$ cat src/rtl/multicycle_ctrl_pkg.sv
// Shared types and encodings for the multi-cycle MIPS controller: FSM states,
// opcodes, ALU/PC select codes and the decoded control word.
package multicycle_ctrl_pkg;

    typedef enum logic [3:0] {
        IDLE     = 4'd0,
        FETCH    = 4'd1,
        DECODE   = 4'd2,
        MEMADR   = 4'd3,
        MEMRD    = 4'd4,
        MEMWB    = 4'd5,
        MEMWR    = 4'd6,
        RTYPEEX  = 4'd7,
        RTYPEWB  = 4'd8,
        BEQEX    = 4'd9,
        ADDIEX   = 4'd10,
        ADDIWB   = 4'd11,
        JEX      = 4'd12
    } state_t;

    localparam logic [5:0] OP_LW    = 6'b100011;
    localparam logic [5:0] OP_SW    = 6'b101011;
    localparam logic [5:0] OP_RTYPE = 6'b000000;
    localparam logic [5:0] OP_ADDI  = 6'b001000;
    localparam logic [5:0] OP_BEQ   = 6'b000100;
    localparam logic [5:0] OP_J     = 6'b000010;

    localparam logic [1:0] ALUOP_ADD   = 2'b00;
    localparam logic [1:0] ALUOP_SUB   = 2'b01;
    localparam logic [1:0] ALUOP_FUNCT = 2'b10;

    localparam logic [1:0] SRCB_RT      = 2'b00;
    localparam logic [1:0] SRCB_FOUR    = 2'b01;
    localparam logic [1:0] SRCB_IMM     = 2'b10;
    localparam logic [1:0] SRCB_IMM_SL2 = 2'b11;

    localparam logic [1:0] PCSRC_ALU    = 2'b00;
    localparam logic [1:0] PCSRC_ALUOUT = 2'b01;
    localparam logic [1:0] PCSRC_JUMP   = 2'b10;

    typedef struct packed {
        logic       mem_req;
        logic       iord;
        logic       mem_write;
        logic       ir_write;
        logic       pc_write;
        logic       branch;
        logic [1:0] pc_src;
        logic       alu_src_a;
        logic [1:0] alu_src_b;
        logic [1:0] alu_op;
        logic       reg_write;
        logic       reg_dest;
        logic       mem_to_reg;
    } ctrl_word_t;

endpackage

$ cat src/rtl/multicycle_controller_if.sv
// Control/status bundle between the multi-cycle controller (master) and the
// datapath plus memory port (slave).
interface multicycle_controller_if;
    logic [5:0] OpCode;
    logic       Zero;
    logic       mem_ready;
    logic       mem_req;
    logic       IorD;
    logic       MemWrite;
    logic       IRWrite;
    logic       PCWrite;
    logic       PCEn;
    logic       Branch;
    logic [1:0] PCSrc;
    logic       ALUSrcA;
    logic [1:0] ALUSrcB;
    logic [1:0] ALUOp;
    logic       RegWrite;
    logic       RegDest;
    logic       MemtoReg;
    logic       illegal_op;

    modport master (
        input  OpCode, Zero, mem_ready,
        output mem_req, IorD, MemWrite, IRWrite, PCWrite, PCEn, Branch, PCSrc,
               ALUSrcA, ALUSrcB, ALUOp, RegWrite, RegDest, MemtoReg, illegal_op
    );

    modport slave (
        output OpCode, Zero, mem_ready,
        input  mem_req, IorD, MemWrite, IRWrite, PCWrite, PCEn, Branch, PCSrc,
               ALUSrcA, ALUSrcB, ALUOp, RegWrite, RegDest, MemtoReg, illegal_op
    );
endinterface

$ cat src/rtl/mc_ctrl_outdec.sv
// Pure state-to-control-word decoder (Moore part of the controller); the
// handshake qualification of FETCH writes is applied by the parent.
module mc_ctrl_outdec
    import multicycle_ctrl_pkg::*;
(
    input  state_t     state_i,
    output ctrl_word_t cw_o
);

    always_comb begin
        // NOTE: every combinational output gets a default first, so no path can infer a latch.
        cw_o = '0;
        case (state_i)
            FETCH: begin
                cw_o.mem_req   = 1'b1;
                cw_o.ir_write  = 1'b1;
                cw_o.pc_write  = 1'b1;
                cw_o.alu_src_b = SRCB_FOUR;
                cw_o.alu_op    = ALUOP_ADD;
                cw_o.pc_src    = PCSRC_ALU;
            end
            DECODE: begin
                // Speculative branch target into ALUOut
                cw_o.alu_src_b = SRCB_IMM_SL2;
                cw_o.alu_op    = ALUOP_ADD;
            end
            MEMADR, ADDIEX: begin
                cw_o.alu_src_a = 1'b1;
                cw_o.alu_src_b = SRCB_IMM;
                cw_o.alu_op    = ALUOP_ADD;
            end
            MEMRD: begin
                cw_o.mem_req = 1'b1;
                cw_o.iord    = 1'b1;
            end
            MEMWB: begin
                cw_o.reg_write  = 1'b1;
                cw_o.mem_to_reg = 1'b1;
            end
            MEMWR: begin
                cw_o.mem_req   = 1'b1;
                cw_o.iord      = 1'b1;
                cw_o.mem_write = 1'b1;
            end
            RTYPEEX: begin
                cw_o.alu_src_a = 1'b1;
                cw_o.alu_src_b = SRCB_RT;
                cw_o.alu_op    = ALUOP_FUNCT;
            end
            RTYPEWB: begin
                cw_o.reg_write = 1'b1;
                cw_o.reg_dest  = 1'b1;
            end
            ADDIWB:  cw_o.reg_write = 1'b1;
            BEQEX: begin
                cw_o.alu_src_a = 1'b1;
                cw_o.alu_src_b = SRCB_RT;
                cw_o.alu_op    = ALUOP_SUB;
                cw_o.branch    = 1'b1;
                cw_o.pc_src    = PCSRC_ALUOUT;
            end
            JEX: begin
                cw_o.pc_write = 1'b1;
                cw_o.pc_src   = PCSRC_JUMP;
            end
            default: cw_o = '0;
        endcase
    end

endmodule

$ cat src/rtl/multicycle_controller.sv
// Multi-cycle MIPS control FSM (lw/sw/R-type/addi/beq/j) with ready-stretched
// memory states. Define MULTICYCLE_CTRL_PERF_EN to add cycle/instruction counters.
module multicycle_controller
    import multicycle_ctrl_pkg::*;
(
    input  logic clk,
    input  logic rst,
    multicycle_controller_if.master bus
`ifdef MULTICYCLE_CTRL_PERF_EN
    ,
    output logic [31:0] cycle_cnt,
    output logic [31:0] instr_cnt
`endif
);

    state_t     state_q, state_d;
    ctrl_word_t cw;
    logic       illegal;
    logic       fetch_done;
    logic       pc_write;

    // NOTE: sequential state uses non-blocking assignments so all flops sample pre-edge values.
    always_ff @(posedge clk) begin
        if (rst) state_q <= IDLE;
        else     state_q <= state_d;
    end

    always_comb begin
        state_d = state_q;
        illegal = 1'b0;
        case (state_q)
            IDLE:    state_d = FETCH;
            FETCH:   if (bus.mem_ready) state_d = DECODE;
            DECODE: begin
                case (bus.OpCode)
                    OP_LW, OP_SW: state_d = MEMADR;
                    OP_RTYPE:     state_d = RTYPEEX;
                    OP_ADDI:      state_d = ADDIEX;
                    OP_BEQ:       state_d = BEQEX;
                    OP_J:         state_d = JEX;
                    default: begin
                        state_d = FETCH;
                        illegal = 1'b1;
                    end
                endcase
            end
            MEMADR:  state_d = (bus.OpCode == OP_SW) ? MEMWR : MEMRD;
            MEMRD:   if (bus.mem_ready) state_d = MEMWB;
            MEMWB:   state_d = FETCH;
            MEMWR:   if (bus.mem_ready) state_d = FETCH;
            RTYPEEX: state_d = RTYPEWB;
            RTYPEWB: state_d = FETCH;
            BEQEX:   state_d = FETCH;
            ADDIEX:  state_d = ADDIWB;
            ADDIWB:  state_d = FETCH;
            JEX:     state_d = FETCH;
            default: state_d = IDLE;
        endcase
    end

    mc_ctrl_outdec u_outdec (
        .state_i (state_q),
        .cw_o    (cw)
    );

    // IR/PC loads in FETCH only commit once memory has returned the word
    assign fetch_done = (state_q != FETCH) || bus.mem_ready;
    assign pc_write   = cw.pc_write & fetch_done;

    assign bus.mem_req    = cw.mem_req;
    assign bus.IorD       = cw.iord;
    assign bus.MemWrite   = cw.mem_write;
    assign bus.IRWrite    = cw.ir_write & fetch_done;
    assign bus.PCWrite    = pc_write;
    assign bus.Branch     = cw.branch;
    assign bus.PCEn       = pc_write | (cw.branch & bus.Zero);
    assign bus.PCSrc      = cw.pc_src;
    assign bus.ALUSrcA    = cw.alu_src_a;
    assign bus.ALUSrcB    = cw.alu_src_b;
    assign bus.ALUOp      = cw.alu_op;
    assign bus.RegWrite   = cw.reg_write;
    assign bus.RegDest    = cw.reg_dest;
    assign bus.MemtoReg   = cw.mem_to_reg;
    assign bus.illegal_op = illegal;

`ifdef MULTICYCLE_CTRL_PERF_EN
    logic [31:0] cycle_cnt_q, instr_cnt_q;

    always_ff @(posedge clk) begin
        if (rst) begin
            cycle_cnt_q <= '0;
            instr_cnt_q <= '0;
        end else begin
            if (state_q != IDLE)
                cycle_cnt_q <= cycle_cnt_q + 32'd1;
            // A FETCH that is merely holding for mem_ready is not a new instruction
            if (state_d == FETCH && state_q != IDLE && state_q != FETCH)
                instr_cnt_q <= instr_cnt_q + 32'd1;
        end
    end

    assign cycle_cnt = cycle_cnt_q;
    assign instr_cnt = instr_cnt_q;
`endif

endmodule

$ cat src/flat_wrapper.sv
// flat-port wrapper written by rule: the top's interface ports become plain ports
module multicycle_controller_flat import multicycle_ctrl_pkg::*;
  (clk, rst, bus_OpCode, bus_Zero, bus_mem_ready, bus_mem_req, bus_IorD, bus_MemWrite, bus_IRWrite, bus_PCWrite, bus_PCEn, bus_Branch, bus_PCSrc, bus_ALUSrcA, bus_ALUSrcB, bus_ALUOp, bus_RegWrite, bus_RegDest, bus_MemtoReg, bus_illegal_op);
  multicycle_controller_if bus_i ();
  input  logic clk;
  input  logic rst;
  input wire logic [$bits(bus_i.OpCode)-1:0] bus_OpCode;
  input wire logic [$bits(bus_i.Zero)-1:0] bus_Zero;
  input wire logic [$bits(bus_i.mem_ready)-1:0] bus_mem_ready;
  output wire logic [$bits(bus_i.mem_req)-1:0] bus_mem_req;
  output wire logic [$bits(bus_i.IorD)-1:0] bus_IorD;
  output wire logic [$bits(bus_i.MemWrite)-1:0] bus_MemWrite;
  output wire logic [$bits(bus_i.IRWrite)-1:0] bus_IRWrite;
  output wire logic [$bits(bus_i.PCWrite)-1:0] bus_PCWrite;
  output wire logic [$bits(bus_i.PCEn)-1:0] bus_PCEn;
  output wire logic [$bits(bus_i.Branch)-1:0] bus_Branch;
  output wire logic [$bits(bus_i.PCSrc)-1:0] bus_PCSrc;
  output wire logic [$bits(bus_i.ALUSrcA)-1:0] bus_ALUSrcA;
  output wire logic [$bits(bus_i.ALUSrcB)-1:0] bus_ALUSrcB;
  output wire logic [$bits(bus_i.ALUOp)-1:0] bus_ALUOp;
  output wire logic [$bits(bus_i.RegWrite)-1:0] bus_RegWrite;
  output wire logic [$bits(bus_i.RegDest)-1:0] bus_RegDest;
  output wire logic [$bits(bus_i.MemtoReg)-1:0] bus_MemtoReg;
  output wire logic [$bits(bus_i.illegal_op)-1:0] bus_illegal_op;
  assign bus_i.OpCode = bus_OpCode;
  assign bus_i.Zero = bus_Zero;
  assign bus_i.mem_ready = bus_mem_ready;
  assign bus_mem_req = bus_i.mem_req;
  assign bus_IorD = bus_i.IorD;
  assign bus_MemWrite = bus_i.MemWrite;
  assign bus_IRWrite = bus_i.IRWrite;
  assign bus_PCWrite = bus_i.PCWrite;
  assign bus_PCEn = bus_i.PCEn;
  assign bus_Branch = bus_i.Branch;
  assign bus_PCSrc = bus_i.PCSrc;
  assign bus_ALUSrcA = bus_i.ALUSrcA;
  assign bus_ALUSrcB = bus_i.ALUSrcB;
  assign bus_ALUOp = bus_i.ALUOp;
  assign bus_RegWrite = bus_i.RegWrite;
  assign bus_RegDest = bus_i.RegDest;
  assign bus_MemtoReg = bus_i.MemtoReg;
  assign bus_illegal_op = bus_i.illegal_op;
  multicycle_controller u_core (.clk(clk), .rst(rst), .bus(bus_i));
endmodule
$ cat config.mk
export PLATFORM = sky130hd
export DESIGN_NAME = multicycle_controller_flat
export DESIGN_NICKNAME = d
export VERILOG_FILES = /design/src/rtl/multicycle_ctrl_pkg.sv /design/src/rtl/multicycle_controller_if.sv /design/src/rtl/mc_ctrl_outdec.sv /design/src/rtl/multicycle_controller.sv /design/src/flat_wrapper.sv
export SDC_FILE = /design/constraint.sdc
export NUM_CORES = 1
export LEC_CHECK = 0
export CAP_MARGIN = 15
export CORE_UTILIZATION = 41
export CTS_CLUSTER_DIAMETER = 100
export DETAILED_ROUTE_END_ITERATION = 8
export PLACE_DENSITY = 0.86
export SETUP_SLACK_MARGIN = 0.2
export SLEW_MARGIN = 10
export SYNTH_ARGS = -nofsm -noshare
export SYNTH_HDL_FRONTEND = slang
export SYNTH_SLANG_ARGS = --single-unit
$ cat constraint.sdc
create_clock -name clk -period 5.3 [get_ports clk]
set_input_delay 1.59 -clock clk [delete_from_list [all_inputs] [get_ports clk]]
set_output_delay 1.59 -clock clk [all_outputs]
set_load 0.005 [all_outputs]
==> impl_summary.log <==
[metrics] status: finished, final reports clean
[metrics] total inserted antenna cells: 0
[metrics] standby leakage power: 0.282 nW
[metrics] startpoint class of the critical path: primary input
[metrics] fraction of final layout cells with drive strength greater than 1: 7.92%
[metrics] Yosys top cell area share: 14.8%
[metrics] area taken by multi-input logic gates: 429 sq um
[metrics] Fmax achieved: 200 MHz
[metrics] leading cell type by number of instances after synthesis: nor2_1
[metrics] Setup violations, final: 0
[metrics] final slew viol count: 0
[metrics] Slew Limit Headroom: 54.0%
[metrics] origin of the worst setup path: bus_OpCode[1]
[metrics] kind of path behind the tightest hold check: flop to flop
[metrics] CTS resizes: 0
[metrics] YS warnings: 0
[metrics] DIE WIDTH: 38.3 microns
[metrics] Max IR drop VDD: 113 uV
[metrics] Final Hold Viols: 0
[metrics] # fillers: 112
[metrics] time the final worst path needs with I/O delays and setup: 5010 ps
[metrics] area growth from synthesis to layout: 52.3%
[metrics] setup tns final: 0 ps
[metrics] number of flip-flops in the largest register: 4
[metrics] net count of the finished layout: 113
[metrics] post-CTS setup buffer count: 0
[metrics] Bufs and invs on worst path: 2
[metrics] total power: 0.000116 W
[metrics] CTS clk-pin slew, worst paths: 30 ps
[metrics] path type of the worst setup path: primary input to output pin
[metrics] largest buffer count on any clock path: 2
[metrics] Required @ worst endpoint: 3710 ps
[metrics] first-pass GRT wire length: 2300 microns
[metrics] total of buffers placed on input and output ports: 27
[metrics] placeable core area: 1170 sq um
[metrics] CTS sink cnt: 4
[metrics] delay contributed by the slowest stage of the critical path: 530 ps
[metrics] slowest stage cell, crit path: clkdlybuf4s50_1
[metrics] TritonCTS clock tree: yes
[metrics] routability congestion estimate from global placement: 0.783
[metrics] Post-Synthesis Cell Area: 541 sq um
[metrics] top_reg_cell synth: dfxtp_1
[metrics] total track usage: 22.8%
[metrics] arrival time of data at the critical path endpoint: 3420 ps
[metrics] # Max-Cap Violations: 0
[metrics] final wirelength: 1470 microns
[metrics] vias per cell: 5.80
[metrics] PwrDens: 140 nW/um^2
[metrics] number of distinct standard cells referenced by the synthesized netlist: 34
[metrics] setup skew after layout: 0.707 ps
[metrics] number of enable-type register cells in the synthesized netlist: 0
[metrics] syn nets: 87
[metrics] post-route worst hold slack: 703 ps
[metrics] CTS Hold Bufs: 0
[metrics] type of element capturing the critical path: output pin
[metrics] clock latency on the worst-skew pair: 230 ps
[metrics] mean routed wirelength per cell: 12.8 microns
[metrics] drt initial violations: 24
[metrics] Most Frequent Cell on Critical Path: clkdlybuf4s50_1
[metrics] register containing the most flip-flops in the final layout: u_core.state_q
[metrics] post-synthesis average cell area: 7.02 sq um
[metrics] antenna violations before repair: 0
[metrics] maximum number of pins on one net before global-route repair: 21
[metrics] detailed placement HPWL: 1100 microns
[metrics] Yosys reg bits: 4
[metrics] # placed instances: 112
[metrics] area of the die: 1470 sq um
[metrics] deepest level of the CTS H-tree: 1
[metrics] number of rows created at floorplan: 12
[metrics] number of CTS-inserted buffers: 3
[metrics] cells taking the most area after synthesis: dfxtp_1 (15%), nor2_1 (7.6%), nand2b_1 (6.9%)
[metrics] number of iterations in the first detailed-routing pass: 4
[metrics] via count: 667
[metrics] most instantiated cells after synthesis: nor2_1 (11), nand2b_1 (6), a21oi_1 (5)
[metrics] library cell occupying the most area in the post-synthesis netlist: dfxtp_1
[metrics] number of standard cells in the layout, taps in and fillers out: 115
[metrics] buffer type at the clock tree root: clkbuf_4
[metrics] period utilization: 94.6%
[metrics] DRC violation count after routing: 0
[metrics] CP Max Fanout: 7
[metrics] global-route congestion overflow total: 0
[metrics] boundary pin count: 28
[metrics] utilization of the core after routing: 70.3%
[metrics] worst-path cell chain: clkdlybuf4s50_1, or3_1, a211oi_2, nor4_1, clkdlybuf4s50_1
[metrics] setup repair after global routing missed its margin: no
[metrics] starting utilization of the core area: 46.2%
[metrics] sequential cell area: 80.1 sq um
[metrics] portion of the post-synthesis area used by sequential elements: 14.8%
[metrics] Hold Path Origin: u_core.state_q[0]$_SDFFE_PP0P_
[metrics] via count of the first global-routing pass: 522
[metrics] chip height: 38.3 microns
[metrics] share of synthesized flip-flops with an asynchronous set or reset: 0%
[metrics] cell count after synthesis: 77
[metrics] cell class contributing the biggest share of worst-path delay: buffers and inverters
[metrics] slew of the pin with the lowest slew margin: 689 ps
[metrics] leading registers by flop count: u_core.state_q: 4 flops
[metrics] post-route antenna net violation count: 0
[metrics] startpoint of the worst-slack reg-to-reg timing path: u_core.state_q[3]$_SDFFE_PP0P_
power by group:
group	internal, W	total, W	switching [W]
clock	0.0000252	0.0000364	0.0000111
sequential	0.0000316	0.0000355	0.00000392
combinational	0.0000249	0.0000437	0.0000188
total	0.0000817	0.000116	0.0000339
placed cells by master (no fill, tap or decap), types with 2 or more instances in the layout:
| cell | instances |
|---|---|
| a21oi_1 | 5 |
| nor2_1 | 11 |
| o21ai_1 | 4 |
| nor4_1 | 3 |
| o21a_1 | 3 |
| nor2b_1 | 2 |
| o21ai_0 | 3 |
| nand2b_1 | 6 |
| clkdlybuf4s50_1 | 27 |
| o22ai_1 | 2 |
| dfxtp_1 | 4 |
| a21o_1 | 2 |
| nor3_1 | 4 |
| xnor2_1 | 2 |
| clkbuf_4 | 3 |
| nand2_1 | 3 |
per-layer routing:
| layer | GRT usage [%] | wire, microns | vias up |
|---|---|---|---|
| li1 | - | - | 334 |
| met4 | 19.6 | 12 | 0 |
| met2 | 33.5 | 681 | 25 |
| met1 | 29.0 | 703 | 306 |
| met3 | 2.91 | 73 | 2 |
| met5 | 0 | 0 | - |
tightest hold or removal path, cell delays in order (launching register included):
cell and delay [ps]:
dfxtp_1 390, a21oi_1 160, o31a_1 120
metrics by stage:
step	setup slack, ps	instance area (sq um)
after floorplan	1370	541
after global placement	374	801
after detailed placement	326	801
after CTS	321	823
after global routing	231	823
final	289	823
cells by family after synthesis:
| family | synth area share [%] |
|---|---|
| compound gates | 35.6 |
| xor+xnor | 4.86 |
| buf+inv | 5.79 |
| flops | 14.8 |
| simple gates | 38.9 |
final timing paths:
path	cells past startpoint	endpoint	slack, ps
worst max-delay path	5	bus_illegal_op	290
worst min-delay path	2	u_core.state_q[0]$_SDFFE_PP0P_	700
worst max register to register	4	u_core.state_q[0]$_SDFFE_PP0P_	3650
worst min register to register	2	u_core.state_q[0]$_SDFFE_PP0P_	700
final cells by class:
type | instances | area share, %
Timing Repair Buffer | 27 | 32.8
Inverter | 1 | 0.456
Multi-Input combinational cell | 66 | 52.1
Clock buffer | 3 | 2.74
Sequential cell | 4 | 9.73
Tap cell | 14 | 2.13
No activity file was read; power rests on OpenSTA's default activity.
